### config.mk
export PLATFORM = sky130hd
export DESIGN_NAME = reg_file_flat
export DESIGN_NICKNAME = d
export VERILOG_FILES = /design/src/rtl/reg_file_pkg.sv /design/src/rtl/reg_file_if.sv /design/src/rtl/rf_read_port.sv /design/src/rtl/reg_file.sv /design/src/flat_wrapper.sv
export SDC_FILE = /design/constraint.sdc
export NUM_CORES = 2
export LEC_CHECK = 0
export ABC_AREA = 1
export CORE_ASPECT_RATIO = 1.5
export CORE_MARGIN = 10
export CORE_UTILIZATION = 40
export CTS_CLUSTER_SIZE = 25
export DETAILED_ROUTE_END_ITERATION = 7
export PLACE_DENSITY_LB_ADDON = 0.05
export SLEW_MARGIN = 20
export SYNTH_ARGS = -nofsm -noshare
export SYNTH_HDL_FRONTEND = slang
export SYNTH_HIERARCHICAL = 1
export SYNTH_SLANG_ARGS = --single-unit
### constraint.sdc
create_clock -name clk -period 39.5 [get_ports clk]
set_clock_uncertainty 0.05 [all_clocks]
set_input_delay 3.95 -clock clk [delete_from_list [all_inputs] [get_ports clk]]
set_output_delay 3.95 -clock clk [all_outputs]
set_load 0.05 [all_outputs]
### src/rtl/reg_file_pkg.sv
// Shared CPU definitions: register-file geometry and architectural register numbers,
// reused by the ALU and PC stages.
package reg_file_pkg;

  localparam int DW_DEF = 32;
  localparam int AW_DEF = 5;

  localparam logic [4:0] REG_ZERO = 5'd0;
  localparam logic [4:0] REG_RA   = 5'd31;

  localparam logic [15:0] WR_CNT_MAX = 16'hFFFF;

endpackage

### src/rtl/reg_file_if.sv
// Register-file access bundle: two read ports, one write-back port, debug write counter.
interface reg_file_if #(
  parameter int DW = 32,
  parameter int AW = 5
);

  logic [AW-1:0] ra;
  logic [AW-1:0] rb;
  logic          we;
  logic [AW-1:0] wa;
  logic [DW-1:0] wd;
  logic [DW-1:0] busA;
  logic [DW-1:0] busB;
  logic [15:0]   wr_cnt;

  modport master (
    output ra, rb, we, wa, wd,
    input  busA, busB, wr_cnt
  );

  modport slave (
    input  ra, rb, we, wa, wd,
    output busA, busB, wr_cnt
  );

endinterface

### src/rtl/rf_read_port.sv
// One combinational read port: forces register 0 to zero and optionally forwards
// same-cycle write data.
module rf_read_port #(
  parameter int DW     = 32,
  parameter int AW     = 5,
  parameter bit BYPASS = 1'b1
) (
  input  logic [AW-1:0] raddr,
  input  logic [DW-1:0] stored,
  input  logic          wr_ok,
  input  logic [AW-1:0] waddr,
  input  logic [DW-1:0] wdata,
  output logic [DW-1:0] rdata
);

  logic hit;

  // wr_ok already excludes address 0 and reset, so a hit is always a real commit.
  assign hit = BYPASS && wr_ok && (waddr == raddr);

  always_comb begin
    rdata = stored;
    if (raddr == '0) rdata = '0;
    else if (hit)    rdata = wdata;
  end

endmodule

### src/rtl/reg_file.sv
// 32 x 32-bit register file with $zero, optional write-to-read bypass and a
// saturating committed-write counter.
module reg_file
  import reg_file_pkg::*;
#(
  parameter int DW     = DW_DEF,
  parameter int AW     = AW_DEF,
  parameter bit BYPASS = 1'b1
) (
  input logic         clk,
  input logic         rst,
  reg_file_if.slave   rf
);

  localparam int NREG = 2 ** AW;

  logic [DW-1:0] mem [NREG];
  logic [15:0]   wr_cnt_q;
  logic          wr_ok;

  // Reset wins over a coincident write, and a write to $zero never commits.
  assign wr_ok = rf.we && (rf.wa != '0) && !rst;

  // NOTE: the array is cleared by reset because software relies on every register
  // reading 0 after reset; this costs a reset net per bit and rules out RAM macros.
  always_ff @(posedge clk or posedge rst) begin
    if (rst) begin
      for (int i = 0; i < NREG; i++) mem[i] <= '0;
      wr_cnt_q <= '0;
    end else if (wr_ok) begin
      mem[rf.wa] <= rf.wd;
      if (wr_cnt_q != WR_CNT_MAX) wr_cnt_q <= wr_cnt_q + 16'd1;
    end
  end

  assign rf.wr_cnt = wr_cnt_q;

  rf_read_port #(.DW(DW), .AW(AW), .BYPASS(BYPASS)) u_port_a (
    .raddr  (rf.ra),
    .stored (mem[rf.ra]),
    .wr_ok  (wr_ok),
    .waddr  (rf.wa),
    .wdata  (rf.wd),
    .rdata  (rf.busA)
  );

  rf_read_port #(.DW(DW), .AW(AW), .BYPASS(BYPASS)) u_port_b (
    .raddr  (rf.rb),
    .stored (mem[rf.rb]),
    .wr_ok  (wr_ok),
    .waddr  (rf.wa),
    .wdata  (rf.wd),
    .rdata  (rf.busB)
  );

endmodule

### src/flat_wrapper.sv
// flat-port wrapper written by rule: the top's interface ports become plain ports
module reg_file_flat import reg_file_pkg::*;
#(
  parameter int DW     = DW_DEF,
  parameter int AW     = AW_DEF,
  parameter bit BYPASS = 1'b1
)
  (clk, rst, rf_ra, rf_rb, rf_we, rf_wa, rf_wd, rf_busA, rf_busB, rf_wr_cnt);
  reg_file_if #(.DW(DW), .AW(AW)) rf_i ();
  input logic clk;
  input logic rst;
  input wire logic [$bits(rf_i.ra)-1:0] rf_ra;
  input wire logic [$bits(rf_i.rb)-1:0] rf_rb;
  input wire logic [$bits(rf_i.we)-1:0] rf_we;
  input wire logic [$bits(rf_i.wa)-1:0] rf_wa;
  input wire logic [$bits(rf_i.wd)-1:0] rf_wd;
  output wire logic [$bits(rf_i.busA)-1:0] rf_busA;
  output wire logic [$bits(rf_i.busB)-1:0] rf_busB;
  output wire logic [$bits(rf_i.wr_cnt)-1:0] rf_wr_cnt;
  assign rf_i.ra = rf_ra;
  assign rf_i.rb = rf_rb;
  assign rf_i.we = rf_we;
  assign rf_i.wa = rf_wa;
  assign rf_i.wd = rf_wd;
  assign rf_busA = rf_i.busA;
  assign rf_busB = rf_i.busB;
  assign rf_wr_cnt = rf_i.wr_cnt;
  reg_file #(.DW(DW), .AW(AW), .BYPASS(BYPASS)) u_core (.clk(clk), .rst(rst), .rf(rf_i));
endmodule
==> flow_metrics.tcl <==
set metrics [dict create \
    synth.ff_latch_count 1040 \
    drt_iter0_markers 8400 \
    cts_sinks 1040 \
    end_kind "output pin" \
    grt_setup_unrepaired "no" \
    clk_latency_ns 0.78 \
    hold_class "flip-flop to flip-flop" \
    start_kind "input pin" \
    fp.dieW_um 339 \
    io_pins 130 \
    worstMarginPinSlew_ns 1.29 \
    htreeDepth 3 \
    fin_crit_sh_pct 34.6 \
    syn_area_per_cell_um2 6.36 \
    start_util_pct 40.3 \
    vias 65100 \
    nNetsFinal 9275 \
    nFillCells 16000 \
    ys_types 25 \
    wl_per_cell_um 26.4 \
    gp_congestion 0.855 \
    path_clk_slew_ns 0.06 \
    synth_top_area_share_pct 42.5 \
    antenna_found_initial 7 \
    cts_hold_buf 0 \
    slew_viol_final 0 \
    via_per_inst 5.73 \
    cts_max_path_buffers 3 \
    final_common_cell "nand2_1" \
    ctsResizeCount 0 \
    syn_area_um2 61200 \
    cp_data_arrival_time_ns 9.66 \
    fmaxAchievable_mhz 73.2 \
    cts_setup_buffers 0 \
    grt_pass1_vias 61800 \
    dieArea_um2 169000 \
    ant_nets 0 \
    maxCapViolations 0 \
    finalWorstSetupSlack_ns 25.84 \
    layout_common_cells "nand2_1 (5609), nand3_1 (1549), dfrtp_1 (1040)" \
    clock-root-buffer "clkbuf_16" \
    failed_checks "DRC" \
    setup_viol 0 \
    drive_above_1_share_pct 4.76 \
    cp.required_ns 35.50 \
    dp_slack_ns 26.11 \
    period_minus_slack_ns 13.66 \
    drt_wl_total_um 300000 \
    netlist_instances 9617 \
    dpl-instance-area_um2 63300 \
    grt-ovfl-total 0 \
    max_slew_margin_pct 14.2 \
    setup-tns-final_ns 0 \
    grt_max_degree 191 \
    core_um2 152000 \
    post-route-drc-count 1 \
    hold_violations 0 \
    grt_pass1_wl_um 433000 \
    power.density_nw_per_um2 45.3 \
    portBuffers 129 \
    yosysWarnings 6 \
    synth_top_cell_by_area "dfrtp_1" \
    drt_pass1_iterations 8 \
    hpwl_um 154000 \
    gr-usage-all-layers_pct 34.2 \
    cts_buffers 112 \
    postSynthNetCount 9668 \
    cp_max_fo 190 \
    die_h_um 499 \
    rows 175 \
    outcome "finished, violations left" \
    final_area_um2 67300 \
    hold_ws_ns 0.351 \
    ys_seq_area_share_pct 42.5 \
    max-vdd-ir-drop_mv 0.0385 \
    critPathKind "input pin to output pin" \
    area_growth_pct 9.99 \
    leakagePower_nw 34.9 \
    cts_tree "yes" \
    synth.area.top_cells "dfrtp_1 (43%), nand2_1 (35%), nand3_1 (13%)" \
]
[registers in the layout, indices dropped and copies added (netlist names)]
name	cells
u_core/mem	1024
u_core/rf.wr_cnt	16
[worst paths after layout]
check / from / endpoint / slack (ns) / cells after the start
max reg2reg: u_core/rf.wr_cnt[0]$_DFFE_PP0P_ / u_core/rf.wr_cnt[15]$_DFFE_PP0P_ / 36.89 / 10
min reg2reg: u_core/mem[1000]$_DFFE_PP0P_ / u_core/mem[1000]$_DFFE_PP0P_ / 0.35 / 0
max: rf_ra[0] / rf_busA[30] / 25.84 / 18
min: u_core/mem[1000]$_DFFE_PP0P_ / u_core/mem[1000]$_DFFE_PP0P_ / 0.35 / 0
max in group asynchronous: rst / u_core/mem[371]$_DFFE_PP0P_ / 33.08 / 4
min in group asynchronous: rst / u_core/mem[199]$_DFFE_PP0P_ / 3.76 / 2
[per-stage QoR]
stage	std cells	util, %	power [mW]
2_1_floorplan	9617	-	1.70
3_3_place_gp	11100	41.7	1.89
3_5_place_dp	11100	41.7	1.90
4_1_cts	11400	44.3	3.05
5_1_grt	11400	44.3	3.18
6_report	11400	44.3	3.05
[layer usage]
metal	wire length, um	global-route usage (%)
met1	117000	43.1
met2	136000	55.2
met3	29800	6.46
met4	18300	18.3
met5	0	0
[area by class of cell]
type	count	area [um^2]	share of cell area, %
antenna	3	7.51	0.0112
clock buffer	164	3320	4.93
clock inverter	47	609	0.906
inverter	160	668	0.993
multi-input combinational	7645	31600	47.0
sequential	1040	26000	38.7
tap	2035	2550	3.78
timing repair buffer	265	2510	3.73
[where the power goes]
part	switching (mW)	internal [mW]
Combinational	0.401	0.179
Clock	0.497	0.661
Sequential	0.113	1.20
Total	1.01	2.04
[logic make-up (layout without fill, tap and decap cells)]
kind of cell / Yosys count / after routing / share of synthesized area, %
DFF: 1040 / 1040 / 42.5
and+or+nand+nor: 7406 / 7406 / 49.1
xor gates and xnor gates: 11 / 11 / 0.157
adders and majority gates: 1 / 1 / 0.0204
other: 0 / 3 / 0
AOI/OAI and AO/OA: 227 / 227 / 1.86
buffers and inverters: 932 / 636 / 6.36
[synthesized netlist by cell type (all sizes together)]
master	count
clkbuf	537
o21ai	227
nor3	8
nand4	5
nor2	176
ha	1
xnor2	4
nand3	1560
inv	159
buf	235
bufinv	1
dfrtp	1040
xor2	7
nand2	5657
[worst max-delay path, stage by stage]
cell and delay [ns]:
buf_8 0.23, inv_8 0.79, buf_12 0.82, buf_4 0.69, buf_4 0.70, nand2_1 0.11, nand3_1 0.10, nand3_1 0.09
nand2_1 0.10, nand2_1 0.05, nand2_1 0.08, nand2_1 0.05, nand2_1 0.30, inv_1 0.09, nand2_1 0.08, nand2_1 0.06
nor2_1 0.18, clkdlybuf4s50_1 0.86
Note: power is estimated with default switching activity, not from simulation.
